File: config.mk
export PLATFORM = sky130hd
export DESIGN_NAME = iq_block_averager
export DESIGN_NICKNAME = d
export VERILOG_FILES = /design/src/rtl/iq_avg_pkg.sv /design/src/rtl/iq_block_averager_avg_channel.sv /design/src/rtl/iq_block_averager.sv
export SDC_FILE = /design/constraint.sdc
export NUM_CORES = 1
export LEC_CHECK = 0
export CAP_MARGIN = 25
export CORE_ASPECT_RATIO = 1.2
export CORE_MARGIN = 8
export CORE_UTILIZATION = 45
export DETAILED_ROUTE_END_ITERATION = 12
export PLACE_DENSITY = 0.66
export SETUP_SLACK_MARGIN = 0.15
export SYNTH_ARGS = -nofsm -noshare
export SYNTH_HDL_FRONTEND = slang
export SYNTH_SLANG_ARGS = --single-unit
File: constraint.sdc
create_clock -name clk -period 12.7 [get_ports clk]
set_input_delay 1.905 -clock clk [delete_from_list [all_inputs] [get_ports clk]]
set_output_delay 1.905 -clock clk [all_outputs]
set_load 0.05 [all_outputs]
File: src/rtl/iq_avg_pkg.sv
// Shared constants, length-field type and accumulator sizing for the IQ block averager.
package iq_avg_pkg;

  localparam int NBITS_D    = 16;
  localparam int MAX_LOG2_D = 4;
  localparam int NCH_D      = 2;

  typedef logic [$clog2(MAX_LOG2_D+1)-1:0] len_t;

  // Summing 2^maxlog samples grows the word by maxlog bits.
  function automatic int accw(input int nbits, input int maxlog);
    return nbits + maxlog;
  endfunction

endpackage

File: src/rtl/iq_block_averager_avg_channel.sv
// One channel of the block averager: signed accumulator plus shift (and optional
// round-half-up when AVG_ROUND_EN is defined) producing the block mean.
module avg_channel
  import iq_avg_pkg::*;
#(
  parameter int NBITS    = NBITS_D,
  parameter int MAX_LOG2 = MAX_LOG2_D,
  parameter int LW       = $clog2(MAX_LOG2+1)
) (
  input  logic                    clk,
  input  logic                    rst,
  input  logic                    clear,
  input  logic                    start,
  input  logic                    load,
  input  logic                    add,
  input  logic signed [NBITS-1:0] sample,
  input  logic        [LW-1:0]    len,
  output logic        [NBITS-1:0] result
);

  localparam int ACCW = accw(NBITS, MAX_LOG2);

  logic signed [ACCW-1:0] acc_q;
  logic signed [ACCW-1:0] sample_x;
  logic signed [ACCW-1:0] sum;

  assign sample_x = {{MAX_LOG2{sample[NBITS-1]}}, sample};

  // NOTE: the accumulator is plain state, so it is reset with the rest of the
  // datapath; non-blocking assignments keep the update order-independent.
  always_ff @(posedge clk) begin
    if (rst || clear) begin
      acc_q <= '0;
    end else if (load) begin
      acc_q <= sample_x;
    end else if (add) begin
      acc_q <= acc_q + sample_x;
    end
  end

  // The closing sample is folded in combinationally so the mean is ready on that edge.
  assign sum = start ? sample_x : acc_q + sample_x;

`ifdef AVG_ROUND_EN
  logic        [ACCW:0] bias;
  logic signed [ACCW:0] sum_r;

  // NOTE: every always_comb output gets a value on every path, so no latch is inferred.
  always_comb begin
    bias = '0;
    if (len != '0) begin
      bias = (ACCW+1)'(1) << (len - LW'(1));
    end
    sum_r  = {sum[ACCW-1], sum} + bias;
    result = NBITS'(sum_r >>> len);
  end
`else
  always_comb begin
    result = NBITS'(sum >>> len);
  end
`endif

endmodule

File: src/rtl/iq_block_averager.sv
// Multi-channel IQ block averager: mean of 2^L samples per channel with flush,
// valid/ready output and overrun counting. Define AVG_ROUND_EN for round-half-up.
module iq_block_averager
  import iq_avg_pkg::*;
#(
  parameter int NBITS    = NBITS_D,
  parameter int MAX_LOG2 = MAX_LOG2_D,
  parameter int NCH      = NCH_D,
  parameter int OVR_BITS = 8
) (
  input  logic                             clk,
  input  logic                             rst,
  input  logic                             in_valid,
  input  logic [NCH*NBITS-1:0]             in_data,
  input  logic [$clog2(MAX_LOG2+1)-1:0]    log2_len,
  input  logic                             flush,
  output logic                             out_valid,
  input  logic                             out_ready,
  output logic [NCH*NBITS-1:0]             out_data,
  output logic [MAX_LOG2-1:0]              block_cnt,
  output logic [OVR_BITS-1:0]              overrun_cnt
);

  localparam int LW = $clog2(MAX_LOG2+1);

  logic [MAX_LOG2-1:0]  cnt_q;
  logic [LW-1:0]        len_q;
  logic [LW-1:0]        eff_len;
  logic [MAX_LOG2:0]    term;
  logic                 accept;
  logic                 start;
  logic                 last;
  logic [NCH*NBITS-1:0] result;

  assign accept = in_valid && !flush;
  assign start  = (cnt_q == '0);

  // The length is sampled only at block start; mid-block changes wait for the next block.
  always_comb begin
    eff_len = len_q;
    if (start) begin
      eff_len = (log2_len > LW'(MAX_LOG2)) ? LW'(MAX_LOG2) : log2_len;
    end
    term = ((MAX_LOG2+1)'(1) << eff_len) - (MAX_LOG2+1)'(1);
  end

  assign last = accept && ({1'b0, cnt_q} == term);

  for (genvar k = 0; k < NCH; k++) begin : g_ch
    avg_channel #(
      .NBITS    (NBITS),
      .MAX_LOG2 (MAX_LOG2),
      .LW       (LW)
    ) u_ch (
      .clk    (clk),
      .rst    (rst),
      .clear  (flush),
      .start  (start),
      .load   (accept && start),
      .add    (accept && !start),
      .sample (in_data[k*NBITS +: NBITS]),
      .len    (eff_len),
      .result (result[k*NBITS +: NBITS])
    );
  end

  always_ff @(posedge clk) begin
    if (rst) begin
      cnt_q       <= '0;
      len_q       <= '0;
      out_valid   <= 1'b0;
      out_data    <= '0;
      overrun_cnt <= '0;
    end else begin
      if (flush) begin
        cnt_q <= '0;
      end else if (accept) begin
        cnt_q <= last ? '0 : cnt_q + MAX_LOG2'(1);
        if (start) begin
          len_q <= eff_len;
        end
      end

      // A landing result wins over a handshake; only an unaccepted result counts as overrun.
      if (last) begin
        out_data  <= result;
        out_valid <= 1'b1;
        if (out_valid && !out_ready && (overrun_cnt != '1)) begin
          overrun_cnt <= overrun_cnt + OVR_BITS'(1);
        end
      end else if (out_valid && out_ready) begin
        out_valid <= 1'b0;
      end
    end
  end

  assign block_cnt = cnt_q;

endmodule
# Word-level counts from Yosys, hierarchy flattened
# Cells that the tools add are included.
# totals
elab_cells	47
reg_bits	88
output_inout_bits	45
# classes
reduce_logical	17
n_bitwise	1
mux	11
addsub	5
n_lt_le_gt_ge	1
eq_ne	2
shifts	3
# ops
operator	count
$mux 20	6
$add 20x16->20	2
$sshr 20x3->16	2
$add 8x1->8 const B	1
$ne 8x8->1 const B	1
$logic_and 1x1->1	7
$mux 3	2
$eq 4x5->1	1
$shl 1x3->5 const A	1
$sub 5x2->5 const B	1
$add 4x1->4 const B	1
$logic_not 4->1	1
$mux 4	1
$reduce_bool 2->1	2
$gt 3x3->1 const B	1
$logic_not 1->1	3
$reduce_and 3->1	1
$mux 1	2
$reduce_and 2->1	1
$reduce_or 2->1	1
$logic_or 1x1->1	1
$not 1->1	1

# Longest topological paths before layout
# Gate-level depths: netlist of the first run.
# logic_depth
depth_word	8
mapped_depth	18
ltp_nobuf	15

# Hierarchy
# From an unflattened synthesis of the first run, not the netlist that was laid out.
# unflattened
hier_cells	998
area_unflattened_um2	8177.8
# by_module_without_submodules
mod	area_per_inst_um2	cells_each	n_inst
avg_channel	2975.4	383	2
iq_block_averager	2227.1	232	1

# Worst setup path before layout of the first run
# OpenSTA, ideal clock, no wires.
# synth_path
path_kind	input to register
startpoint	in log2_len[1]
endpoint	reg overrun_cnt[4]
cell_stages	15
required_ns	12.572
path_buffers	3
path_slack_ns	7.471
arrival_time_ns	5.102
cell_sequence	nor2b_1 -> mux2i_2 -> clkbuf_1 -> clkbuf_1 -> nand3_1 -> ha_1 -> inv_1 -> a221oi_1 -> o31a_1 -> a2111o_1 -> buf_4 -> nor3_4 -> and4_1 -> xnor2_1 -> nor2_1
# synth_via
elab_chain_len	8
# synth_rtl
element	line_no	source
from (decl)	iq_block_averager.sv:15	input logic [$clog2(MAX_LOG2+1)-1:0] log2_len,
$gt 3x3->1	iq_block_averager.sv:42	eff_len = (log2_len > LW'(MAX_LOG2)) ? LW'(MAX_LOG2) : log2_len;
$mux 3 *	iq_block_averager.sv:42	
$mux 3 *	iq_block_averager.sv:41	if (start) begin
$shl 1x3->5 *	iq_block_averager.sv:44	term = ((MAX_LOG2+1)'(1) << eff_len) - (MAX_LOG2+1)'(1);
$sub 5x2->5 *	iq_block_averager.sv:44	
$eq 4x5->1 *	iq_block_averager.sv:47	assign last = accept && ({1'b0, cnt_q} == term);
$logic_and 1x1->1 *	iq_block_averager.sv:47	
$reduce_and 2->1 (no line) *	-	
to (signal assigned)	iq_block_averager.sv:89	overrun_cnt <= overrun_cnt + OVR_BITS'(1);
to (decl)	iq_block_averager.sv:21	output logic [OVR_BITS-1:0] overrun_cnt
# Mark *: on every way between the ends. The rest lies on a longest branch, timed or not.
# A chain may end at the register's enable or synchronous reset.

# Worst setup path in the final report of the first run
# layout_path
startpoint	in log2_len[2]
endpoint	reg out_data[15]
# layout_via
elab_chain_len	7
word_cells_on_any_way	8
classes_between	1 x add/sub; 1 x order compare; 1 x eq/ne; 2 x shift; 2 x mux; 1 x reduce/logical
# layout_rtl
element	line_no	source
$gt 3x3->1	iq_block_averager.sv:42	
$mux 3 *	iq_block_averager.sv:42	
$mux 3 *	iq_block_averager.sv:41	
$shl 1x3->5	iq_block_averager.sv:44	
$sub 5x2->5	iq_block_averager.sv:44	
$eq 4x5->1	iq_block_averager.sv:47	
$logic_and 1x1->1	iq_block_averager.sv:47	
to (signal assigned)	iq_block_averager.sv:86	out_data <= result;
to (decl)	iq_block_averager.sv:19	output logic [NCH*NBITS-1:0] out_data,
# Marks and branches as above.

==> results of run 1 <==
-- cells in the mapped netlist, types with 12 or more instances --
cell type,number,area share (%)
o21a_1,12,1.2
ha_1,42,7.1
xnor2_1,15,1.8
o21ai_0,67,4.6
a211oi_1,49,5.0
nand3_1,37,2.5
nor2_1,113,5.8
nor3_1,21,1.4
nand2_1,94,4.8
a21oi_1,68,4.6
clkbuf_1,52,2.7
and3_1,16,1.4
mux2i_1,32,4.4
dfxtp_1,88,24
a31oi_1,18,1.5
xor2_1,13,1.5
o211ai_1,14,1.4
inv_1,12,0.61
a21o_1,17,1.7
-- metal layers --
layer / global-route usage [%] / wire (um) / part of all wire [%]
met3: 4.54 / 1580 / 7.0
met1: 30.1 / 10700 / 47
met4: 7.37 / 426 / 1.9
met5: 0 / 0 / 0
met2: 33.6 / 10000 / 44
-- final cells by class --
class	count	share of cell area, %
inverter	12	0.523
clock inverter	6	1.13
sequential	88	20.5
tap	212	3.08
clock buffer	10	2.78
timing repair buffer	93	10.5
multi-input combinational	805	61.5
-- placed cells by master, fill, tap and decap left out, types with 5 or more instances in the layout --
master | Yosys | routed
nor2_1 | 113 | 113
nand2_1 | 94 | 94
dfxtp_1 | 88 | 88
clkdlybuf4s50_1 | 0 | 83
a21oi_1 | 68 | 68
o21ai_0 | 67 | 67
a211oi_1 | 49 | 49
ha_1 | 42 | 42
nand3_1 | 37 | 37
mux2i_1 | 32 | 29
nor3_1 | 21 | 21
a31oi_1 | 18 | 18
a21o_1 | 17 | 17
and3_1 | 16 | 16
xnor2_1 | 15 | 15
o211ai_1 | 14 | 14
xor2_1 | 13 | 13
inv_1 | 12 | 12
o21a_1 | 12 | 12
mux2_2 | 11 | 11
a211o_1 | 11 | 11
nand4_1 | 10 | 10
nand2b_1 | 9 | 9
o31ai_1 | 9 | 9
and2_1 | 9 | 9
clkbuf_16 | 0 | 9
buf_4 | 2 | 9
o221ai_1 | 8 | 8
or2_2 | 6 | 6
nand3b_1 | 6 | 6
o21bai_1 | 5 | 5
nor4_1 | 5 | 5
a22oi_1 | 5 | 5
-- cells by family (layout without fill, tap and decap cells) --
logic type                 count (synthesis)  in the layout  share of synthesized area, %
DFF                                       88             88                          24.0
muxes                                     45             45                          6.53
buffers and inverters                     79            121                          4.39
xor gates and xnor gates                  28             28                          3.33
and+or+nand+nor                          350            350                          22.6
adders and majority gates                 44             44                          7.69
AOI/OAI and AO/OA                        338            338                          31.5
-- worst max path at each step --
stage	start	to	slack (ps)	depth (start not counted)
final	log2_len[2]	out_data[15]$_SDFFE_PP0P_	7160	15
after detailed placement	log2_len[2]	out_data[15]$_SDFFE_PP0P_	6800	15
after global routing	log2_len[2]	out_data[15]$_SDFFE_PP0P_	6850	15
after floorplan	log2_len[1]	overrun_cnt[4]$_SDFFE_PP0P_	7470	15
after global placement	log2_len[2]	overrun_cnt[4]$_SDFFE_PP0P_	6930	16
after CTS	log2_len[2]	out_data[15]$_SDFFE_PP0P_	7190	15
-- per-stage QoR --
stage,instances,util [%]
after floorplan,972,-
after global placement,1210,51.3
after detailed placement,1210,51.3
after CTS,1226,53.3
after global routing,1226,53.3
final,1226,53.3
-- registers in the layout, summed over array words and instances, names as in the netlist --
register and flops:
out_data 32, g_ch.u_ch.acc_q 40, block_cnt 4, len_q 3, overrun_cnt 8, out_valid 1
-- worst max-delay path, stage by stage --
cell             delay (ps)
clkdlybuf4s50_1         610
nand2b_1                250
mux2i_4                  90
buf_4                   290
nor3_2                  260
inv_1                    60
ha_1                    240
inv_1                   110
a221oi_1                 60
o31a_1                  360
a2111oi_4               850
nand2_1                 290
a31oi_1                 210
o21ai_0                 100
o21ai_1                 120
-- power breakdown --
group	leakage, nW	total (mW)	internal (mW)	switching (mW)
logic	2.53	0.213	0.0809	0.132
clock network	0.166	0.311	0.181	0.130
registers	0.714	0.287	0.282	0.00489
==> results.json, run 1 <==
{
  "holdBufCountCts": 0,
  "drc": 0,
  "ys_warn_count": 0,
  "die_h_um": 156,
  "die-area_um2": 20700,
  "clock_latency_ps": 360,
  "die_x_um": 133,
  "htreeDepth": 3,
  "rr_worst_depth": 16,
  "cts_buffer_depth": 2,
  "cp-start-kind": "input port",
  "synth_ff_type": "dfxtp_1",
  "r2r-start": "block_cnt[0]$_SDFFE_PP0P_",
  "row_count": 51,
  "pwr_density_cell_nw_per_um2": 94.3,
  "critPathCaptureType": "flop",
  "syn_inst": 972,
  "grt_pass1_vias": 7078,
  "vias": 7508,
  "worstPathArrival_ps": 5830,
  "multiInputGateArea_um2": 5300,
  "synth_seq_cells": 88,
  "async_flop_share_pct": 0,
  "yosys.cell_types.count": 81,
  "antenna_found_initial": 0,
  "cts_tree": "yes",
  "postCtsSetupRepairBufs": 0,
  "seq_area_frac_synth_pct": 24.0,
  "clockRootBuffer": "clkbuf_16",
  "synth_area_um2": 7350,
  "dr.pass1.iters": 5,
  "hold_depth": 2,
  "finalPower_mw": 0.812,
  "setup_slack_ps": 7160,
  "min_to": "out_data[20]$_SDFFE_PP0P_",
  "grt_pass1_wl_um": 37400,
  "final.setup.tns_ps": 0,
  "area_growth_syn_to_layout_pct": 17.1,
  "drt-wirelength-per-cell_um": 18.6,
  "dp_hpwl_um": 16500,
  "final_hold_viol_count": 0,
  "io_buffers": 84,
  "fmax_mhz": 180,
  "cts_made_buffers": 9,
  "avgSynthCellArea_um2": 7.57,
  "avgViaCountPerCell": 6.12,
  "clock-sinks": 88,
  "whs_ps": 459,
  "ir_drop_v": 0.0000560,
  "syn_nets": 1056,
  "relSlewSlack_pct": 38.9,
  "r2r_slack_ps": 7950,
  "cp.required_ps": 12990,
  "critical_path_class": "in -> reg",
  "drt-initial-drc-count": 562,
  "io_pins": 85,
  "dpl_cell_area_um2": 8270,
  "fin_nets": 1093,
  "p_leak_nw": 3.41,
  "stdcell_area_um2": 8610,
  "grt_start_max_net_pins": 70,
  "dp_slack_ps": 6800,
  "period_share_pct": 43.7,
  "drv_slew": 0,
  "coreArea_um2": 16100,
  "grt_setup_unrepaired": "no",
  "maxCapViolCount": 0,
  "cts_resized": 0,
  "clock_skew_ps": 6.77,
  "start_util_pct": 45.6,
  "hold_start": "out_data[20]$_SDFFE_PP0P_",
  "seq_area_um2": 1760,
  "synth-edff-count": 0,
  "clkTransAtPathRegs_ps": 70,
  "crit_path_max_fanout": 38,
  "grt_usage_pct": 22.0,
  "nFillCells": 1590,
  "status": "finished, final reports clean",
  "min_period_ps": 5540,
  "setup_viol": 0,
  "min_path_type": "reg -> reg",
  "drtAntennaViolNets": 0,
  "r2r-end": "out_data[15]$_SDFFE_PP0P_",
  "tightest_slew_ps": 916,
  "wl_um": 22800,
  "n_antenna_cell": 0,
  "gr-total-overflow": 0,
  "drive_gt1_share_pct": 6.21,
  "place_congestion": 0.884
}
Power figures use the tool's default switching activity.
==> run 2: changes to the inputs <==
PLACE_DENSITY = 0.69   (was 0.66)
clock period = 5 ns   (was 12.7 ns; I/O delays follow)
==> run 2 against run 1 <==
Net effect: core utilization is 0.093 points higher; final cell count is 0.57% higher; global-route usage is 0.51 points lower; design area is 0.17% higher; sequential share of layout area hardly changed; critical path depth stayed put; critical path type is now reg -> reg; critical endpoint is now out_data[6]$_SDFFE_PP0P_; largest cell class unchanged.
==> results.json, run 2 (synthesized netlist as in run 1, its figures left out) <==
{
  "die_h_um": 156,
  "final_util_pct": 53.4,
  "dp_slack_ps": 658,
  "clock-sinks": 88,
  "die_x_um": 133,
  "top_register": "g_ch.u_ch.acc_q",
  "drc": 0,
  "p_sw_share_pct": 35.7,
  "cts_resized": 0,
  "grt_pass1_wl_um": 36700,
  "internal_power_mw": 1.28,
  "mostFrequentLayoutCells": "nor2_1, nand2_1, dfxtp_1",
  "min_period_ps": 4200,
  "cp-start-kind": "flop",
  "pwr_density_cell_nw_per_um2": 231,
  "setup_slack_ps": 804,
  "grt_start_max_net_pins": 70,
  "htreeDepth": 3,
  "postCtsSetupRepairBufs": 0,
  "hold_start": "out_data[17]$_SDFFE_PP0P_",
  "grt_usage_pct": 21.5,
  "clock_latency_ps": 370,
  "r2r-end": "out_data[6]$_SDFFE_PP0P_",
  "dp_hpwl_um": 16700,
  "nFillCells": 1566,
  "status": "finished, final reports clean",
  "p_leak_nw": 3.43,
  "n_antenna_cell": 0,
  "p_comb_share_pct": 27.5,
  "crit_path_max_fanout": 13,
  "worstPathArrival_ps": 4500,
  "rr_worst_depth": 15,
  "fmax_mhz": 238,
  "r2r-start": "block_cnt[0]$_SDFFE_PP0P_",
  "clock_skew_ps": 9.05,
  "cts_tree": "yes",
  "dr.pass1.iters": 5,
  "maxCapViolCount": 0,
  "final_common_cell": "nor2_1",
  "grt_pass1_vias": 7068,
  "clockRootBuffer": "clkbuf_16",
  "critPathCaptureType": "flop",
  "row_count": 51,
  "area_growth_syn_to_layout_pct": 17.3,
  "drive_gt1_share_pct": 6.86,
  "gr-total-overflow": 0,
  "avgViaCountPerCell": 6.12,
  "cp.required_ps": 5310,
  "die-area_um2": 20700,
  "antenna_found_initial": 0,
  "holdBufCountCts": 0,
  "hold_depth": 2,
  "seq_area_um2": 1760,
  "start_util_pct": 45.6,
  "min_to": "out_data[17]$_SDFFE_PP0P_",
  "reg_top3": "g_ch.u_ch.acc_q x40, out_data x32, overrun_cnt x8",
  "place_congestion": 0.909,
  "drt-initial-drc-count": 533,
  "vias": 7546,
  "cts_buffer_depth": 2,
  "power_frac_seq_pct": 36.7,
  "tightest_slew_ps": 897,
  "final.setup.tns_ps": 0,
  "relSlewSlack_pct": 40.2,
  "period_share_pct": 83.9,
  "largest_reg_flops": 40,
  "ir_drop_v": 0.000157,
  "multiInputGateArea_um2": 5300,
  "min_path_type": "reg -> reg",
  "final_hold_viol_count": 0,
  "drtAntennaViolNets": 0,
  "whs_ps": 458,
  "critical_path_class": "reg -> reg",
  "io_pins": 85,
  "io_buffers": 84,
  "p_switching_mw": 0.710,
  "wl_um": 22800,
  "drv_slew": 0,
  "grt_setup_unrepaired": "no",
  "fin_nets": 1100,
  "drt-wirelength-per-cell_um": 18.5,
  "clkTransAtPathRegs_ps": 70,
  "clkPwrFrac_pct": 35.9,
  "r2r_slack_ps": 800,
  "cts_made_buffers": 9,
  "setup_viol": 0,
  "coreArea_um2": 16100
}
run 2: cell types whose count changed in the layout (fill, tap and decap cells not counted), sizes merged:
cell    change
inv         +1
bufinv      -2
clkinv      +2
clkbuf      -1
buf         +7
run 2: stage by stage:
| step | area [um2] | power, mW | std cells |
|---|---|---|---|
| after floorplan | 7350 | 1.12 | 972 |
| after global routing | 8630 | 2.07 | 1233 |
| after detailed placement | 8330 | 1.28 | 1217 |
| after CTS | 8630 | 1.98 | 1233 |
| final | 8630 | 1.99 | 1233 |
| after global placement | 8330 | 1.28 | 1217 |
run 2: final cells by class:
class | instances | share of cell area, %
Clock buffer | 9 | 2.61
Clock inverter | 7 | 0.856
Inverter | 12 | 0.522
Multi-Input combinational cell | 805 | 61.4
Sequential cell | 88 | 20.4
Tap cell | 212 | 3.08
Timing Repair Buffer | 100 | 11.1
run 2: worst max-delay path by stage:
stage / startpoint / end / slack, ps / depth (start not counted)
6_report: block_cnt[0]$_SDFFE_PP0P_ / out_data[6]$_SDFFE_PP0P_ / 800 / 15
5_1_grt: block_cnt[0]$_SDFFE_PP0P_ / out_data[6]$_SDFFE_PP0P_ / 530 / 15
4_1_cts: block_cnt[0]$_SDFFE_PP0P_ / overrun_cnt[4]$_SDFFE_PP0P_ / 850 / 15
3_5_place_dp: in_data[0] / out_data[9]$_SDFFE_PP0P_ / 660 / 12
3_3_place_gp: in_data[0] / out_data[9]$_SDFFE_PP0P_ / 740 / 12
2_1_floorplan: block_cnt[0]$_SDFFE_PP0P_ / overrun_cnt[4]$_SDFFE_PP0P_ / 450 / 18
run 2: per-layer routing:
layer / up-vias / track usage [%] / wire length (um)
met5: - / 0 / 0
li1: 3745 / - / -
met2: 277 / 34.3 / 10000
met1: 3489 / 28.4 / 10600
met4: 0 / 8.18 / 537
met3: 35 / 3.54 / 1660
run 2: power groups by stage:
stage          Combinational [mW]  Clock, mW  Sequential [mW]
3_3_place_gp                0.530          0            0.746
4_1_cts                     0.537      0.717            0.729
3_5_place_dp                0.533          0            0.746
2_1_floorplan               0.374          0            0.750
6_report                    0.547      0.714            0.729
5_1_grt                     0.597      0.743            0.732
run 2: critical path, cell delays in order (launching register included):
cell and delay [ps]:
dfxtp_1 380, inv_1 80, ha_1 150, nor3b_4 680, mux2_2 430, nor3_2 150
inv_1 70, ha_1 250, inv_1 110, a221oi_1 50, o31a_1 360, a2111o_1 570
nor2_2 330, nand2_1 200, o22ai_1 210, a31o_2 130
==> run 3: changes to the inputs <==
PLACE_DENSITY = 0.66   (was 0.69)
clock period = 3.9 ns   (was 5 ns; I/O delays follow)
==> run 3 against run 2 <==
Net effect: clock power up 25%; register-to-register slack worse by 430 ps; worst setup slack worse by 430 ps; non-clock buffer count up 37; clock skew up 4.2 ps; design area up 3.5%; final cell count up 3.0%.
==> results.json, run 3 (synthesized netlist as in run 1, its figures left out) <==
{
  "crit_path_max_fanout": 33,
  "cp.required_ps": 4130,
  "reg_top3": "g_ch.u_ch.acc_q x40, out_data x32, overrun_cnt x8",
  "gr-total-overflow": 0,
  "whs_ps": 459,
  "largest_reg_flops": 40,
  "critical_path_class": "reg -> reg",
  "pwr_density_cell_nw_per_um2": 288,
  "n_antenna_cell": 0,
  "cp-start-kind": "flop",
  "clock-sinks": 88,
  "max_stage_delay_ps": 510,
  "worstPathArrival_ps": 3750,
  "clkTransAtPathRegs_ps": 70,
  "wl_um": 23300,
  "holdBufCountCts": 0,
  "clock_latency_ps": 360,
  "cpMostUsedCell": "inv_1",
  "path_cells": "inv_1 -> ha_1 -> nor3b_4 -> buf_4 -> mux2i_4 -> nor3_2 -> inv_1 -> ha_2 -> inv_1 -> a221oi_1 -> o31a_1 -> a2111o_1 -> buf_12 -> nor2_1 -> o211a_1 -> nor4_1",
  "vias": 7666,
  "fmax_mhz": 284,
  "start_util_pct": 45.6,
  "fin_nets": 1137,
  "drt-initial-drc-count": 561,
  "top_register": "g_ch.u_ch.acc_q",
  "seq_area_um2": 1770,
  "relSlewSlack_pct": 30.8,
  "status": "finished, final reports clean",
  "drtAntennaViolNets": 0,
  "maxCapViolCount": 0,
  "die_x_um": 133,
  "clockRootBuffer": "clkbuf_16",
  "period_share_pct": 90.4,
  "row_count": 51,
  "final_util_pct": 55.3,
  "grt_setup_unrepaired": "no",
  "drt-wirelength-per-cell_um": 18.4,
  "multiInputGateArea_um2": 5310,
  "cts_buffer_depth": 2,
  "dr.pass1.iters": 5,
  "cts_tree": "yes",
  "place_congestion": 0.894,
  "stdcell_area_um2": 8930,
  "finalPower_mw": 2.57,
  "avgViaCountPerCell": 6.04,
  "min_path_type": "reg -> reg",
  "io_pins": 85,
  "antenna_found_initial": 0,
  "critPathCaptureType": "flop",
  "setup_viol": 0,
  "io_buffers": 84,
  "area_growth_syn_to_layout_pct": 21.4,
  "tightest_slew_ps": 1040,
  "drv_slew": 0,
  "clock_skew_ps": 13.2,
  "grt_usage_pct": 22.0,
  "die_h_um": 156,
  "die-area_um2": 20700,
  "p_leak_nw": 3.60,
  "crit_slowest_cell": "a2111o_1",
  "drc": 0,
  "ir_drop_v": 0.000192,
  "dp_hpwl_um": 16900,
  "final_hold_viol_count": 0,
  "nFillCells": 1574,
  "min_period_ps": 3530,
  "drive_gt1_share_pct": 10.4,
  "grt_pass1_vias": 7164,
  "cts_made_buffers": 9,
  "coreArea_um2": 16100,
  "grt_start_max_net_pins": 70,
  "grt_pass1_wl_um": 37400,
  "final_common_cell": "nor2_1",
  "dpl_cell_area_um2": 8630,
  "htreeDepth": 3,
  "mostFrequentLayoutCells": "nor2_1, nand2_1, dfxtp_1"
}
==> run 3: cell count changes in the layout (fill, tap and decap cells not counted), sizes merged <==
cell / change
bufinv: +1
clkbuf: +2
buf: +37
clkinv: -1
clkinvlp: +2
inv: -4
==> run 3: power by group <==
group / internal, mW / leakage, nW / switching [mW]
combinational: 0.296 / 2.75 / 0.442
sequential: 0.919 / 0.716 / 0.0154
clock: 0.497 / 0.133 / 0.399
total: 1.71 / 3.60 / 0.857
==> run 3: repair_timing <==
action,CTS,global route
setup endpoints to repair,0,4
gates resized for setup,0,3
buffers inserted,0,0
==> run 3: path summary, 6_finish.rpt <==
| kind | start | end | slack [ps] | depth (start not counted) |
|---|---|---|---|---|
| setup / recovery | block_cnt[0]$_SDFFE_PP0P_ | out_data[12]$_SDFFE_PP0P_ | 370 | 16 |
| hold / removal | out_data[3]$_SDFFE_PP0P_ | out_data[3]$_SDFFE_PP0P_ | 460 | 2 |
| setup reg to reg | block_cnt[0]$_SDFFE_PP0P_ | out_data[12]$_SDFFE_PP0P_ | 370 | 16 |
| hold reg to reg | out_data[3]$_SDFFE_PP0P_ | out_data[3]$_SDFFE_PP0P_ | 460 | 2 |
==> run 3: area by class of cell <==
cell class | instances | area share (%)
multi-input cells | 805 | 59.5
flip-flops and latches | 88 | 19.8
repair buffers | 137 | 14.0
well taps | 212 | 2.97
clock buffers | 11 | 2.61
clock inverters | 5 | 0.645
inverters | 12 | 0.504
==> run 3: metrics by stage <==
stage	setup TNS (ps)	setup slack, ps	std cells
after floorplan	0	155	972
after global placement	0	67.6	1254
after detailed placement	-0.0386	-0.0386	1254
after CTS	0	346	1270
after global routing	0	156	1270
final	0	374	1270
==> run 3: layer usage <==
metal / up-vias / GRT usage (%) / wire (um)
li1: 3806 / - / -
met3: 25 / 3.29 / 1280
met1: 3604 / 30.6 / 11400
met4: 0 / 6.72 / 378
met5: - / 0 / 0
met2: 231 / 34.2 / 10200
==> run 3: worst max-delay path, delay by kind of cell, from the launching register on <==
family | cells | cell delay [ps]
adders and majority gates | 2 | 400
AOI/OAI and AO/OA | 4 | 1070
and+or+nand+nor | 4 | 720
buffers and inverters | 5 | 610
DFF | 1 | 390
muxes | 1 | 200
